==> src/rtl/seg7_pkg.sv <==
// Shared segment patterns for the 7-segment display path.
// Patterns are {g,f,e,d,c,b,a}, active low: a 0 lights the segment.
package seg7_pkg;

  localparam logic [6:0] SEG_0    = 7'b1000000;
  localparam logic [6:0] SEG_1    = 7'b1111001;
  localparam logic [6:0] SEG_2    = 7'b0100100;
  localparam logic [6:0] SEG_3    = 7'b0110000;
  localparam logic [6:0] SEG_4    = 7'b0011001;
  localparam logic [6:0] SEG_5    = 7'b0010010;
  localparam logic [6:0] SEG_6    = 7'b0000010;
  localparam logic [6:0] SEG_7    = 7'b1111000;
  localparam logic [6:0] SEG_8    = 7'b0000000;
  localparam logic [6:0] SEG_9    = 7'b0010000;
  localparam logic [6:0] SEG_A    = 7'b0001000;
  localparam logic [6:0] SEG_B    = 7'b0000011;
  localparam logic [6:0] SEG_C    = 7'b1000110;
  localparam logic [6:0] SEG_D    = 7'b0100001;
  localparam logic [6:0] SEG_E    = 7'b0000110;
  localparam logic [6:0] SEG_F    = 7'b0001110;
  localparam logic [6:0] SEG_DASH = 7'b0111111;
  localparam logic [6:0] SEG_OFF  = 7'b1111111;

endpackage

==> src/rtl/seg7_decode.sv <==
// Nibble to segment decoder. Hex mode shows 0-F; BCD mode shows a dash
// for any nibble above 9 so an overflowing decade counter is obvious.
module seg7_decode
  import seg7_pkg::*;
(
  input  logic [3:0] i_nibble,
  input  logic       i_hex_mode,
  output logic [6:0] o_seg
);

  // Map the nibble to its glyph, overriding with a dash for non-BCD values.
  always_comb begin
    // NOTE: default assigned first so every path drives o_seg and no latch is inferred.
    o_seg = SEG_DASH;
    case (i_nibble)
      4'h0: o_seg = SEG_0;
      4'h1: o_seg = SEG_1;
      4'h2: o_seg = SEG_2;
      4'h3: o_seg = SEG_3;
      4'h4: o_seg = SEG_4;
      4'h5: o_seg = SEG_5;
      4'h6: o_seg = SEG_6;
      4'h7: o_seg = SEG_7;
      4'h8: o_seg = SEG_8;
      4'h9: o_seg = SEG_9;
      4'hA: o_seg = SEG_A;
      4'hB: o_seg = SEG_B;
      4'hC: o_seg = SEG_C;
      4'hD: o_seg = SEG_D;
      4'hE: o_seg = SEG_E;
      4'hF: o_seg = SEG_F;
      default: o_seg = SEG_DASH;
    endcase
    if (!i_hex_mode && (i_nibble > 4'd9)) o_seg = SEG_DASH;
  end

endmodule

==> src/rtl/seg7_scan_driver.sv <==
// Time-multiplexed N-digit 7-segment scan driver.
// A slot prescaler selects one digit at a time; inputs are snapshotted once
// per frame so a value never tears across digits. Each slot starts with a
// short all-anodes-off window to hide ghosting while segments settle.
// Until the first snapshot after reset the anodes stay off entirely.
module seg7_scan_driver
  import seg7_pkg::*;
#(
  parameter int N_DIGITS     = 4,
  parameter int TICK_DIV     = 100000,
  parameter int BLANK_CYCLES = 1000
) (
  input  logic                  clk,
  input  logic                  rst,
  input  logic [4*N_DIGITS-1:0] digits,
  input  logic [N_DIGITS-1:0]   dp_in,
  input  logic [N_DIGITS-1:0]   blank,
  input  logic                  hex_mode,
  input  logic                  lz_en,
  output logic [6:0]            seg,
  output logic                  dp,
  output logic [N_DIGITS-1:0]   an,
  output logic                  frame_tick
);

  localparam int CW = (TICK_DIV > 1) ? $clog2(TICK_DIV) : 1;
  localparam int IW = $clog2(N_DIGITS);

  localparam logic [CW-1:0]       CNT_MAX   = CW'(TICK_DIV - 1);
  localparam logic [CW-1:0]       BLANK_END = CW'(BLANK_CYCLES);
  localparam logic [IW-1:0]       IDX_MAX   = IW'(N_DIGITS - 1);
  localparam logic [N_DIGITS-1:0] AN_ONE    = N_DIGITS'(1);

  logic [CW-1:0]         r_cnt;
  logic [IW-1:0]         r_idx;
  logic [4*N_DIGITS-1:0] r_digits;
  logic [N_DIGITS-1:0]   r_dp_req;
  logic [N_DIGITS-1:0]   r_blank;
  logic                  r_hex;
  logic                  r_lz;
  logic                  r_live;
  logic [6:0]            r_seg;
  logic                  r_dp;
  logic [N_DIGITS-1:0]   r_an;
  logic                  r_frame_tick;

  logic                  w_slot_end;
  logic                  w_frame_end;
  logic [3:0]            w_nib [N_DIGITS];
  logic [N_DIGITS-1:0]   w_lz_dark;
  logic [3:0]            w_cur_nib;
  logic                  w_dark;
  logic [6:0]            w_dec_seg;

  assign w_slot_end  = (r_cnt == CNT_MAX);
  assign w_frame_end = w_slot_end && (r_idx == IDX_MAX);

  // Slot prescaler and scan index; the index steps when the slot counter wraps.
  always_ff @(posedge clk) begin
    // NOTE: non-blocking assignments so every flop samples pre-edge values.
    if (rst) begin
      r_cnt <= '0;
      r_idx <= '0;
    end else if (w_slot_end) begin
      r_cnt <= '0;
      r_idx <= (r_idx == IDX_MAX) ? '0 : r_idx + 1'b1;
    end else begin
      r_cnt <= r_cnt + 1'b1;
    end
  end

  // Frame snapshot of all display inputs, loaded only at the frame boundary.
  always_ff @(posedge clk) begin
    // NOTE: the snapshot is plain flops, so it is reset to an all-blank value
    // that makes the first frame dark instead of showing power-up garbage.
    if (rst) begin
      r_digits <= '0;
      r_dp_req <= '0;
      r_blank  <= '1;
      r_hex    <= 1'b0;
      r_lz     <= 1'b0;
      r_live   <= 1'b0;
    end else if (w_frame_end) begin
      r_digits <= digits;
      r_dp_req <= dp_in;
      r_blank  <= blank;
      r_hex    <= hex_mode;
      r_lz     <= lz_en;
      r_live   <= 1'b1;
    end
  end

  // Pulse one cycle after the boundary, i.e. alongside the freshly loaded snapshot.
  always_ff @(posedge clk) begin
    if (rst) r_frame_tick <= 1'b0;
    else     r_frame_tick <= w_frame_end;
  end

  // Leading-zero mask: scan from the top digit down while every nibble is zero.
  always_comb begin
    logic v_run;
    v_run     = 1'b1;
    w_lz_dark = '0;
    for (int i = N_DIGITS - 1; i >= 0; i--) begin
      w_nib[i]     = r_digits[4*i +: 4];
      v_run        = v_run && (w_nib[i] == 4'h0);
      w_lz_dark[i] = v_run && (i != 0);
    end
  end

  assign w_cur_nib = w_nib[r_idx];
  assign w_dark    = r_blank[r_idx] || (r_lz && w_lz_dark[r_idx]);

  seg7_decode u_decode (
    .i_nibble   (w_cur_nib),
    .i_hex_mode (r_hex),
    .o_seg      (w_dec_seg)
  );

  // Registered pin drive: anti-ghost window, then the selected digit.
  // Dark digits keep their anode on so every slot draws the same duty cycle.
  always_ff @(posedge clk) begin
    if (rst) begin
      r_seg <= SEG_OFF;
      r_dp  <= 1'b1;
      r_an  <= '1;
    end else if (!r_live || (r_cnt < BLANK_END)) begin
      r_seg <= SEG_OFF;
      r_dp  <= 1'b1;
      r_an  <= '1;
    end else begin
      r_an  <= ~(AN_ONE << r_idx);
      r_seg <= w_dark ? SEG_OFF : w_dec_seg;
      r_dp  <= w_dark || !r_dp_req[r_idx];
    end
  end

  assign seg        = r_seg;
  assign dp         = r_dp;
  assign an         = r_an;
  assign frame_tick = r_frame_tick;

endmodule

==> config.mk <==
export PLATFORM = sky130hd
export DESIGN_NAME = seg7_scan_driver
export DESIGN_NICKNAME = d
export VERILOG_FILES = /design/src/rtl/seg7_pkg.sv /design/src/rtl/seg7_decode.sv /design/src/rtl/seg7_scan_driver.sv
export SDC_FILE = /design/constraint.sdc
export NUM_CORES = 1
export LEC_CHECK = 0
export CAP_MARGIN = 15
export CORE_MARGIN = 10
export CORE_UTILIZATION = 45
export CTS_CLUSTER_DIAMETER = 80
export DETAILED_ROUTE_END_ITERATION = 12
export GPL_ROUTABILITY_DRIVEN = 1
export GPL_TIMING_DRIVEN = 1
export PLACE_DENSITY = 0.69
export SYNTH_ARGS = -nofsm -noshare
export SYNTH_HDL_FRONTEND = slang
export SYNTH_SLANG_ARGS = --single-unit
==> constraint.sdc <==
create_clock -name clk -period 2.9 [get_ports clk]
set_input_delay 0.58 -clock clk [delete_from_list [all_inputs] [get_ports clk]]
set_output_delay 0.58 -clock clk [all_outputs]
set_load 0.005 [all_outputs]
Yosys cells after proc, flatten, opt, wreduce, memory -nomap -nowiden
Memories as Yosys holds them, arrays and structs flattened.
Cells that the tools add are included.
{ "word_totals": {"ff_bits": 59, "rom_bits": 112, "out_inout_bits": 13, "wordCells": 54, "memories": 1} }
{ "op_classes": {"addsub": 2, "order_cmp": 4, "eq_ne": 2, "n_shift": 1, "muxes": 11, "bitwise_logic": 2, "n_reduce_logical": 18} }
{ "mem_list": {"columns": ["memory", "depth", "word_bits", "rd", "rd_ports_with_merged_regs", "write_ports", "line", "source"], "rows": [
  ["(name not given)", 16, 7, 1, 0, 0, "seg7_decode.sv:15", "case (i_nibble)"]
]} }
{ "op_table": {"columns": ["op", "count"], "rows": [
  ["$add 17x1->17 const B", 1],
  ["$eq 17x17->1 const B", 1],
  ["$lt 17x10->1 const B", 1],
  ["$logic_not 4->1", 3],
  ["$bmux 4 s2", 1],
  ["$mux 4", 2],
  ["$mux 7", 1],
  ["$bmux 1 s2", 3],
  ["$logic_and 1x1->1", 5],
  ["$gt 4x4->1 const B", 1],
  ["$not 4->4", 1],
  ["$reduce_or 2->1", 2],
  ["$reduce_or 4->1", 1],
  ["$shl 1x2->4 const A", 1],
  ["$ge 3x3->1 const B", 1],
  ["$logic_not 1->1", 3],
  ["$logic_or 1x1->1", 3],
  ["$lt 2x3->1 const B", 1],
  ["$mux 1", 3],
  ["$not 2->3", 1],
  ["$reduce_or 3->1", 1],
  ["$add 2x1->2 const B", 1],
  ["$eq 2x2->1 const B", 1],
  ["$mux 2", 1]
]} }

Longest topological paths before layout
{ "depth": {"depth_word": 8, "mapped_depth": 9, "mapped_depth_nobuf": 8} }

Hierarchy
Synthesis repeated with hierarchy kept, for this count alone.
{ "hier_totals": {"hier_cells": 252, "hier_area_um2": 2667.6} }
{ "by_module_without_submodules": {"columns": ["mod", "n_inst", "cells_per_inst", "area_per_inst_um2", "seq_area_each_um2"], "rows": [
  ["seg7_scan_driver", 1, 210, 2347.3, 1181.1],
  ["seg7_decode", 1, 42, 320.3, 0.0]
]} }

Worst setup path before layout
No wires, ideal clock.
{ "synth_path": {"path_kind": "register to register", "from": "register r_idx[0]", "to": "register r_seg[1] (netlist: seg[1])", "arrival_time_ns": 2.171, "required_ns": 2.754, "slack_ns": 0.583, "path_stages_with_launch": 10, "synth_period_minus_slack_ns": 2.317, "cell_sequence": "dfxtp_1 > buf_4 > mux4_2 > inv_1 > ha_1 > nor2_1 > nor2_1 > nor3_1 > nor4b_4 > o221ai_1"} }
{ "synth_via": {"elab_chain_cells": 7} }
{ "synth_rtl": {"columns": ["element", "line", "source"], "rows": [
  ["start, declared", "seg7_scan_driver.sv:35", "logic [IW-1:0] r_idx;"],
  ["start signal, assigned", "seg7_scan_driver.sv:66", "r_idx <= (r_idx == IDX_MAX) ? '0 : r_idx + 1'b1;"],
  ["$not 2->3 (not written as such)", "seg7_scan_driver.sv:111", "assign w_cur_nib = w_nib[r_idx];"],
  ["$bmux 4 s2", "seg7_scan_driver.sv:111", null],
  ["$mux 4 (not written as such) (2 in a row)", "seg7_scan_driver.sv:111", null],
  ["$gt 4x4->1", "seg7_decode.sv:34", "if (!i_hex_mode && (i_nibble > 4'd9)) o_seg = SEG_DASH;"],
  ["$logic_and 1x1->1", "seg7_decode.sv:34", null],
  ["$reduce_or 4->1 (no line)", null, null],
  ["end signal, assigned", "seg7_scan_driver.sv:133", "r_seg <= w_dark ? SEG_OFF : w_dec_seg;"],
  ["end, declared", "seg7_scan_driver.sv:42", "logic [6:0] r_seg;"]
]} }
Several ways; a longest one is shown, not always the timed one. The select of a mux whose other input is x is not followed.
A chain may end at the register's enable or synchronous reset.

Final worst setup path
{ "layout_path": {"from": "register r_idx[0]", "to": "register r_seg[2] (netlist: seg[2])"} }
Same word-level chain as after synthesis.

==> key figures <==
GRT
  • Via count of the first global-routing pass: roughly 1800
  • Largest net degree at the start of global routing: 24
  • Grt ovf: 0
  • Initial antenna violation count: 0
  • Global-route wire length before repair: 9020 um
  • GRT Util Overall: 12.7%

Hold path
  • Hold Path End: r_cnt[0]
  • Min-Delay Path Class: flop to flop
  • Hold_sp: r_cnt[0]
  • Hold Path Cell Cnt: 1

Floorplan
  • Die Ht: 95.5 um
  • Die Area: between 9000 and 10000 um^2
  • Starting Density: between 40% and 50%
  • Die X: 95.5 um
  • Core area: 5510 um^2
  • Rows: 27
  • I/O pin total: just over 40

Detailed routing
  • DR DRC count: 0
  • DRT iter0 DRCs: 71
  • Via count: ~1800
  • DRT antenna net count: 0
  • DR pass1 iterations: 4
  • Routed wire per std cell: roughly 15 um
  • Final wirelength: 5450 um
  • Routed vias/inst: ~5.2

STA
  • Final Setup Violations: 0
  • Final Slew Violations: 0
  • RSZ-0062 raised after global routing: false
  • Worst-margin pin slew: approximately 0.96 ns
  • Slew margin rel.: 36.1%
  • WHS: 0.480 ns
  • TNS Setup: 0 ns
  • Fmax: 0.416 GHz
  • Fin crit share: 82.9%
  • Hold Fails Final Rpt: 0
  • Post-route minimum period: 2.40 ns
  • Clk_skew: 0.00434 ns

Synthesis
  • Count of cell types in the netlist: 44
  • FF+latch count, synth: 59
  • Area leader, netlist: dfxtp_1
  • Seq/Total Area, Yosys: between 40% and 50%
  • Post-synth top area share: 46.0%
  • Syn nets: 275
  • Syn Std Cell Area: between 2000 and 3000 um^2
  • Post-Syn Instances: 237
  • Synth area leaders: dfxtp_1, a22o_1, mux4_2, ha_1, nor2_1
  • Top FF cell, synth: dfxtp_1
  • Async set-reset flop share out of synthesis: 0%
  • Syn Area/Cell: ~11 um^2
  • Number of synthesized flops with an enable pin: 0
  • Yosys warns: 0

Setup path
  • Critical path arrival: 2.58 ns
  • CP Capture Type: flop
  • R2R setup slack: 0.50 ns
  • Top delay family on crit path: simple AND/OR/NAND/NOR gates
  • CP bufs+invs: 2
  • Critical R2R Launch: r_idx[0]
  • CP Launch Type: flop
  • CP max FO: 12
  • Critical setup path kind: flop to flop
  • Max stage delay on crit path: roughly 0.44 ns
  • Cell Chain, Critical Path: buf_4 -> mux4_2 -> inv_1 -> ha_1 -> nor2_1 -> nor2_1 -> nor3_1 -> nor4b_4 -> o221ai_1
  • WP data required: between 3 and 4 ns
  • Most used cell along the critical path: nor2_1
  • Crit Reg-Reg Endpoint: seg[2]
  • Slowest CP cell: nor4b_4
  • Worst Reg-to-Reg Cells: 9

Place
  • Placer Congestion: about 0.84
  • Post-Place Cells: 340
  • # port buffers: 40
  • HPWL Detailed: 3980 um

CTS
  • Cts hold-fix bufs: 0
  • H-tree Lvls: 3
  • Clock Sinks: 59
  • Clock root cell: clkbuf_8
  • Clock Latency Late Sink: about 0.33 ns
  • Post_cts resized: 0
  • Total setup buffers inserted after CTS: 0
  • CTS clk-pin slew, worst paths: 0.06 ns
  • TritonCTS clock tree: yes
  • Num CTS Buffers: 9
  • Clk buf depth: 2

Finish
  • Layout cell share with drive strength beyond 1: a little under an eighth
  • Multi-input logic area: 1280 um^2
  • N_diodes: 0
  • Fillers: 477
  • Final nets: roughly 320
  • Final cell count without fillers: ~360
  • Sequential cell area: 1180 um^2
  • Synth-to-Final Area Change: 23.8%

Run
  • Max Cap Violations: 0

Power
  • PD cells: 482 nW/um^2
  • Worst ir drop on vdd: 223 uV
  • Leakage power: 1.16 nW

Outcome
  • Status: finished clean
synthesized netlist by cell type (all sizes together) (6+ instances only):
master / count
a22o: 22
buf: 10
dfxtp: 59
ha: 10
inv: 8
mux4: 6
nand2: 14
nand3: 8
nor2: 26
xnor2: 7
xor2: 9
layout by cell type (no fill, tap or decap), types with 3 or more instances in the layout:
master,instances
a22o_1,22
and4_1,3
buf_4,3
clkbuf_1,3
clkbuf_8,11
clkdlybuf4s50_1,40
dfxtp_1,59
ha_1,10
inv_1,8
mux2_2,3
mux2i_1,5
mux4_2,6
nand2_1,14
nand2b_1,3
nand3_1,8
nand4_1,5
nor2_1,26
nor4_1,3
o21ai_0,3
o221ai_1,3
o22a_1,4
xnor2_1,7
xor2_1,9
flip-flops by register name, indices dropped and copies added, names as in the netlist:
register,count
an,4
dp,1
frame_tick,1
r_blank,4
r_cnt,17
r_digits,16
r_dp_req,4
r_hex,1
r_idx,2
r_live,1
r_lz,1
seg,7
layout make-up:
cell class                      count  area share (%)
Multi-Input combinational cell    158            40.3
Sequential cell                    59            37.2
Timing Repair Buffer               43            13.3
Clock buffer                       14            5.12
Tap cell                           72            2.83
Inverter                            8           0.945
Clock inverter                      2           0.315
worst max-delay path by stage:
stage               startpoint  endpoint  cells past startpoint
finish                r_idx[0]    seg[2]                      9
global placement           rst    seg[1]                      4
global route          r_idx[0]    seg[2]                      9
floorplan             r_idx[0]    seg[1]                      9
detailed placement         rst    seg[2]                      4
CTS                   r_idx[0]    seg[2]                      9
cells by family (layout without fill, tap and decap cells):
kind of cell	after synthesis	count (layout)	synth area share, %
and+or+nand+nor	79	79	17.6
adders and majority gates	10	10	4.88
AOI/OAI and AO/OA	39	39	13.5
xor gates and xnor gates	16	16	5.46
DFF	59	59	46.0
buffers and inverters	20	67	4.05
muxes	14	14	8.53
worst register-to-register path: cells and delay by family, from the launching register on:
| family | cells | cell delay [ns] |
|---|---|---|
| adder cells (fa/ha/maj) | 1 | 0.23 |
| AND/OR/NAND/NOR | 4 | 0.68 |
| multiplexers | 1 | 0.40 |
| flip-flops | 1 | 0.36 |
| buffers and inverters | 2 | 0.37 |
| AO/OA/AOI/OAI | 1 | 0.22 |
stage by stage:
stage / worst slack (ns) / area (um^2) / total power [mW] / utilization [%]
2_1_floorplan: 0.583 / 2570 / 0.853 / -
3_3_place_gp: 0.549 / 3010 / 0.893 / 54.6
3_5_place_dp: 0.455 / 3010 / 0.893 / 54.6
4_1_cts: 0.504 / 3180 / 1.55 / 57.7
5_1_grt: 0.291 / 3180 / 1.59 / 57.7
6_report: 0.496 / 3180 / 1.53 / 57.7
report_power, final:
group          switching [mW]  internal, mW
Combinational          0.0199        0.0364
Clock                   0.302         0.355
Sequential            0.00383         0.814
Total                   0.326          1.21
routing by layer:
layer	track usage [%]	wire length, um	part of all wire [%]	vias up
met5	0	0	0	-
met4	5.90	99	1.8	0
met3	4.63	308	5.6	8
met2	18.7	2500	46	30
met1	16.3	2550	47	863
li1	-	-	-	940
Power figures use the tool's default switching activity.
==> RTL change 1 (config.mk and constraints unchanged) <==
Change the parameter `N_DIGITS` from 4 to 8.
--- a/src/rtl/seg7_scan_driver.sv
+++ b/src/rtl/seg7_scan_driver.sv
@@ -7,5 +7,5 @@
   import seg7_pkg::*;
 #(
-  parameter int N_DIGITS     = 4,
+  parameter int N_DIGITS     = 8,
   parameter int TICK_DIV     = 100000,
   parameter int BLANK_CYCLES = 1000
Interface: changed (resized an, blank, digits and dp_in); port bits go from 41 to 69. No check against the original RTL was run, so the function may have changed too.
==> RTL change 1 against the original RTL <==
Cell area grew 49%; sequential cell count grew 29; worst hold slack lost 0.011 ns; synthesized cell count grew 46%; clock power grew 58%; worst setup slack lost 0.14 ns; routed wire length grew 54%; synthesized area grew 47%; total power grew 54%.
==> RTL change 1: results (changes against the original RTL) <==
- The run finished with clean final reports.
- The count of input and output buffers was 68 (+70%).
- The setup skew after layout was 0.00596 ns (+0.00161 ns).
- The peak per-stage delay on the critical path is 0.80 ns (+0.36 ns).
- The cell count after synthesis is 346 (+46%).
- The clock-pin slew on the worst setup and hold paths is 0.09 ns (+0.03 ns).
- The number of nets in the synthesized netlist is 411 (+49%).
- The endpoint of the worst register-to-register path is seg[5].
- The fraction of layout cells with a size suffix above 1 is 11.0% (-0.94 points).
- The relative slew slack is 51.2% (+15 points).
- The final net count is 477 (+50%).
- The post-detailed-placement half-perimeter wirelength is 6.14 mm (+54%).
- The maximum vdd drop was 230 uV (+2.9%).
- The maximum number of pins on one net before global-route repair is 44 (+83%).
- The total routing usage reported by global routing was 13.2% (+0.50 points).
- The total placed cells including tap cells is 506 (+49%).
- The leakage power came to 1.82 nW (+57%).
- The placer's final routability congestion estimate is 0.807 (-3.7%).
- Sorting the synthesized cells by area gives the leading types as sky130_fd_sc_hd__dfxtp_1 (47%), sky130_fd_sc_hd__a22o_1 (9.8%), sky130_fd_sc_hd__mux4_2 (7.2%).
- The kind of cell with the highest combined delay along the critical path is multiplexers.
- The arrival time of data at the critical path endpoint is 2.76 ns (+0.18 ns).
- The final worst hold slack is 0.468 ns (-0.0115 ns).
- The first-pass GRT wire length was 14.0 mm (+55%).
- The maximum fanout count along the critical path came to 18 (+6).
- The number of non-filler instances in the completed layout is 522 (+47%).
- The register-to-register path setup slack came to 0.36 ns (-0.14 ns).
- The via total after detailed routing was 2,843 (+54%).
- After synthesis, the most frequently instantiated cells are sky130_fd_sc_hd__dfxtp_1 (88), sky130_fd_sc_hd__a22o_1 (42), sky130_fd_sc_hd__nor2_1 (26).
==> RTL change 1: metrics by stage <==
step	area, um2	setup WS [ns]	utilization (%)
floorplan	3760	0.376	-
global placement	4500	0.320	55.0
detailed placement	4500	0.243	55.0
CTS	4750	0.232	58.1
global route	4750	0.0853	58.1
finish	4750	0.359	58.1
==> RTL change 1: worst register-to-register path: stages, from the launching register on <==
cell                      delay, ns
sky130_fd_sc_hd__dfxtp_1       0.80
sky130_fd_sc_hd__mux4_2        0.41
sky130_fd_sc_hd__mux2i_1       0.37
sky130_fd_sc_hd__inv_1         0.18
sky130_fd_sc_hd__ha_1          0.25
sky130_fd_sc_hd__inv_1         0.09
sky130_fd_sc_hd__mux2i_1       0.08
sky130_fd_sc_hd__o21ai_0       0.16
sky130_fd_sc_hd__nand3_1       0.09
==> RTL change 1: logic make-up (layout without fill, tap and decap cells) <==
group	Yosys count	after routing	synth area share [%]
xor gates and xnor gates	15	15	3.49
buffers and inverters	29	100	4.53
muxes	19	19	9.08
AOI/OAI and AO/OA	75	75	16.3
DFF	88	88	46.9
adders and majority gates	13	13	4.33
and+or+nand+nor	107	107	15.4
==> RTL change 1: timing repair <==
action                     CTS  global route
setup buffers                0             0
hold endpoints to repair     0             0
setup endpoints to repair    0             2
resized for setup            0             1
==> RTL change 1: layout make-up <==
type | count | area (um2)
flip-flops and latches | 88 | 1760
repair buffers | 74 | 738
multi-input cells | 229 | 1830
fillers | 713 | 3430
inverters | 10 | 37.5
well taps | 105 | 131
clock inverters | 6 | 114
clock buffers | 10 | 138
==> RTL change 1: how the worst max path moves through the flow <==
| stage | to | cells after the start | from | slack [ns] |
|---|---|---|---|---|
| final | seg[5] | 8 | r_idx[1] | 0.36 |
| after global routing | seg[5] | 8 | r_idx[1] | 0.09 |
| after CTS | seg[6] | 6 | r_idx[0] | 0.23 |
| after detailed placement | seg[6] | 6 | r_idx[0] | 0.24 |
| after global placement | seg[6] | 6 | r_idx[0] | 0.32 |
| after floorplan | seg[0] | 9 | r_idx[0] | 0.38 |
==> RTL change 1: per-layer routing <==
metal	GRT usage [%]	routed length [um]
met4	4.46	85
met1	17.1	3990
met3	3.97	461
met5	0	0
met2	20.5	3840
==> RTL change 1: where the power goes <==
group,switching [mW],total (mW),leakage (nW),internal [mW]
Sequential,0.00368,1.21,0.711,1.21
Clock,0.439,1.04,0.119,0.599
Combinational,0.0331,0.0997,0.992,0.0666
Total,0.476,2.35,1.82,1.88
==> RTL change 2 (same settings) <==
Without the edit above. Reset style: asynchronous (`rst`), changed in 4 clocked blocks.
--- a/src/rtl/seg7_scan_driver.sv
+++ b/src/rtl/seg7_scan_driver.sv
@@ -57,5 +57,5 @@
 
   // Slot prescaler and scan index; the index steps when the slot counter wraps.
-  always_ff @(posedge clk) begin
+  always_ff @(posedge clk or posedge rst) begin
     // NOTE: non-blocking assignments so every flop samples pre-edge values.
     if (rst) begin
@@ -71,5 +71,5 @@
 
   // Frame snapshot of all display inputs, loaded only at the frame boundary.
-  always_ff @(posedge clk) begin
+  always_ff @(posedge clk or posedge rst) begin
     // NOTE: the snapshot is plain flops, so it is reset to an all-blank value
     // that makes the first frame dark instead of showing power-up garbage.
@@ -92,5 +92,5 @@
 
   // Pulse one cycle after the boundary, i.e. alongside the freshly loaded snapshot.
-  always_ff @(posedge clk) begin
+  always_ff @(posedge clk or posedge rst) begin
     if (rst) r_frame_tick <= 1'b0;
     else     r_frame_tick <= w_frame_end;
@@ -120,5 +120,5 @@
   // Registered pin drive: anti-ghost window, then the selected digit.
   // Dark digits keep their anode on so every slot draws the same duty cycle.
-  always_ff @(posedge clk) begin
+  always_ff @(posedge clk or posedge rst) begin
     if (rst) begin
       r_seg <= SEG_OFF;
Check against the original RTL: same outputs for any inputs over 10 cycles, from zero or initial values and one cycle with rst high; that may be too few to reach the edited logic, so the function may still have changed.
==> RTL change 2 against the original RTL <==
Worst setup slack better by 0.037 ns; sequential cell count stayed put; first-iteration DRC count is 35% higher; total power is 2.1% higher; cell area is 10% higher; synthesized area is 11% higher; routed wire length is 1.0% lower; sequential power is 0.7% higher; largest power group unchanged.
==> RTL change 2: results (changes against the original RTL) <==
- The per-cell via count in the routed design came to 5.21 (+0.68%).
- Ranked by instance count, the synthesized netlist is headed by sky130_fd_sc_hd__dfrtp_1 (43), sky130_fd_sc_hd__nor2_1 (19), sky130_fd_sc_hd__dfstp_2 (16).
- The placer's final routability congestion estimate is 0.852 (+1.6%).
- The placed instance area was 3310 um2 (+10%).
- The switching portion of total power is 22.2% (+0.91 points).
- The clock network fraction of total power was 43.7% (+0.8 points).
- The post-synthesis xor/xnor area fraction is 4.60% (-0.86 points).
- The detailed-route wire length was 5.40 mm (-1.0%).
- The relative slew slack was 60.8% (+25 points).
- The number of DRC violations after detailed-routing iteration 0 is 96 (+35%).
- The proportion of synthesized area in mux cells was 17.8% (+9.3 points).
- The startpoint identified for the worst register-to-register timing path is r_idx[0].
- The run finished with clean final reports.
- The via count of the first global-routing pass is 1,820 (+1.7%).
- The endpoint of the worst register-to-register path is seg[5].
- After synthesis, the cell types taking the most area are sky130_fd_sc_hd__dfrtp_1 (38%), sky130_fd_sc_hd__dfstp_2 (15%), sky130_fd_sc_hd__mux4_2 (5.5%).
- The area share of fa/ha/maj cells after synthesis is 4.82% (-0.057 points).
- The slowest stage of the critical path is the sky130_fd_sc_hd__mux4_2 cell.
- The peak per-stage delay on the critical path is 0.63 ns (+0.19 ns).
- The post-detailed-placement half-perimeter wirelength is 3.81 mm (-4.4%).
- The final net count is 308 (-2.8%).
- The total routing usage reported by global routing is 11.3% (-1.4 points).
- The number of non-filler instances in the completed layout came to 349 (-2.0%).
- The cell count after synthesis is 223 (-5.9%).
- The hold path startpoint is r_live.
- The register-to-register path setup slack is 0.53 ns (+0.04 ns).
- The pre-CTS setup slack came to 0.566 ns (+0.111 ns).
- The number of distinct library cells after synthesis came to 39 (-11%).
## RTL change 2: cell type report
type	count	area, um2	area share (%)
timing repair buffer	43	435	12.5
sequential	59	1500	42.8
inverter	10	37.5	1.07
clock inverter	5	36.3	1.04
clock buffer	11	151	4.33
tap	75	93.8	2.68
multi-input combinational	146	1250	35.6
## RTL change 2: per-layer routing
metal | share of wire (%) | routed length [um] | GRT usage (%) | vias to the layer above
met5 | 0 | 0 | 0 | -
met4 | 0.85 | 46 | 5.95 | 0
met3 | 5.9 | 316 | 3.81 | 4
met2 | 46 | 2500 | 16.5 | 45
met1 | 47 | 2540 | 14.6 | 895
li1 | - | - | - | 873
## RTL change 2: worst max path at each step
stage,endpoint,start,cells after the start
6_report,seg[5],r_idx[0],7
5_1_grt,seg[5],r_idx[0],7
4_1_cts,seg[5],r_idx[0],7
3_5_place_dp,seg[5],r_idx[0],7
3_3_place_gp,seg[5],r_idx[0],7
2_1_floorplan,seg[5],r_idx[0],8
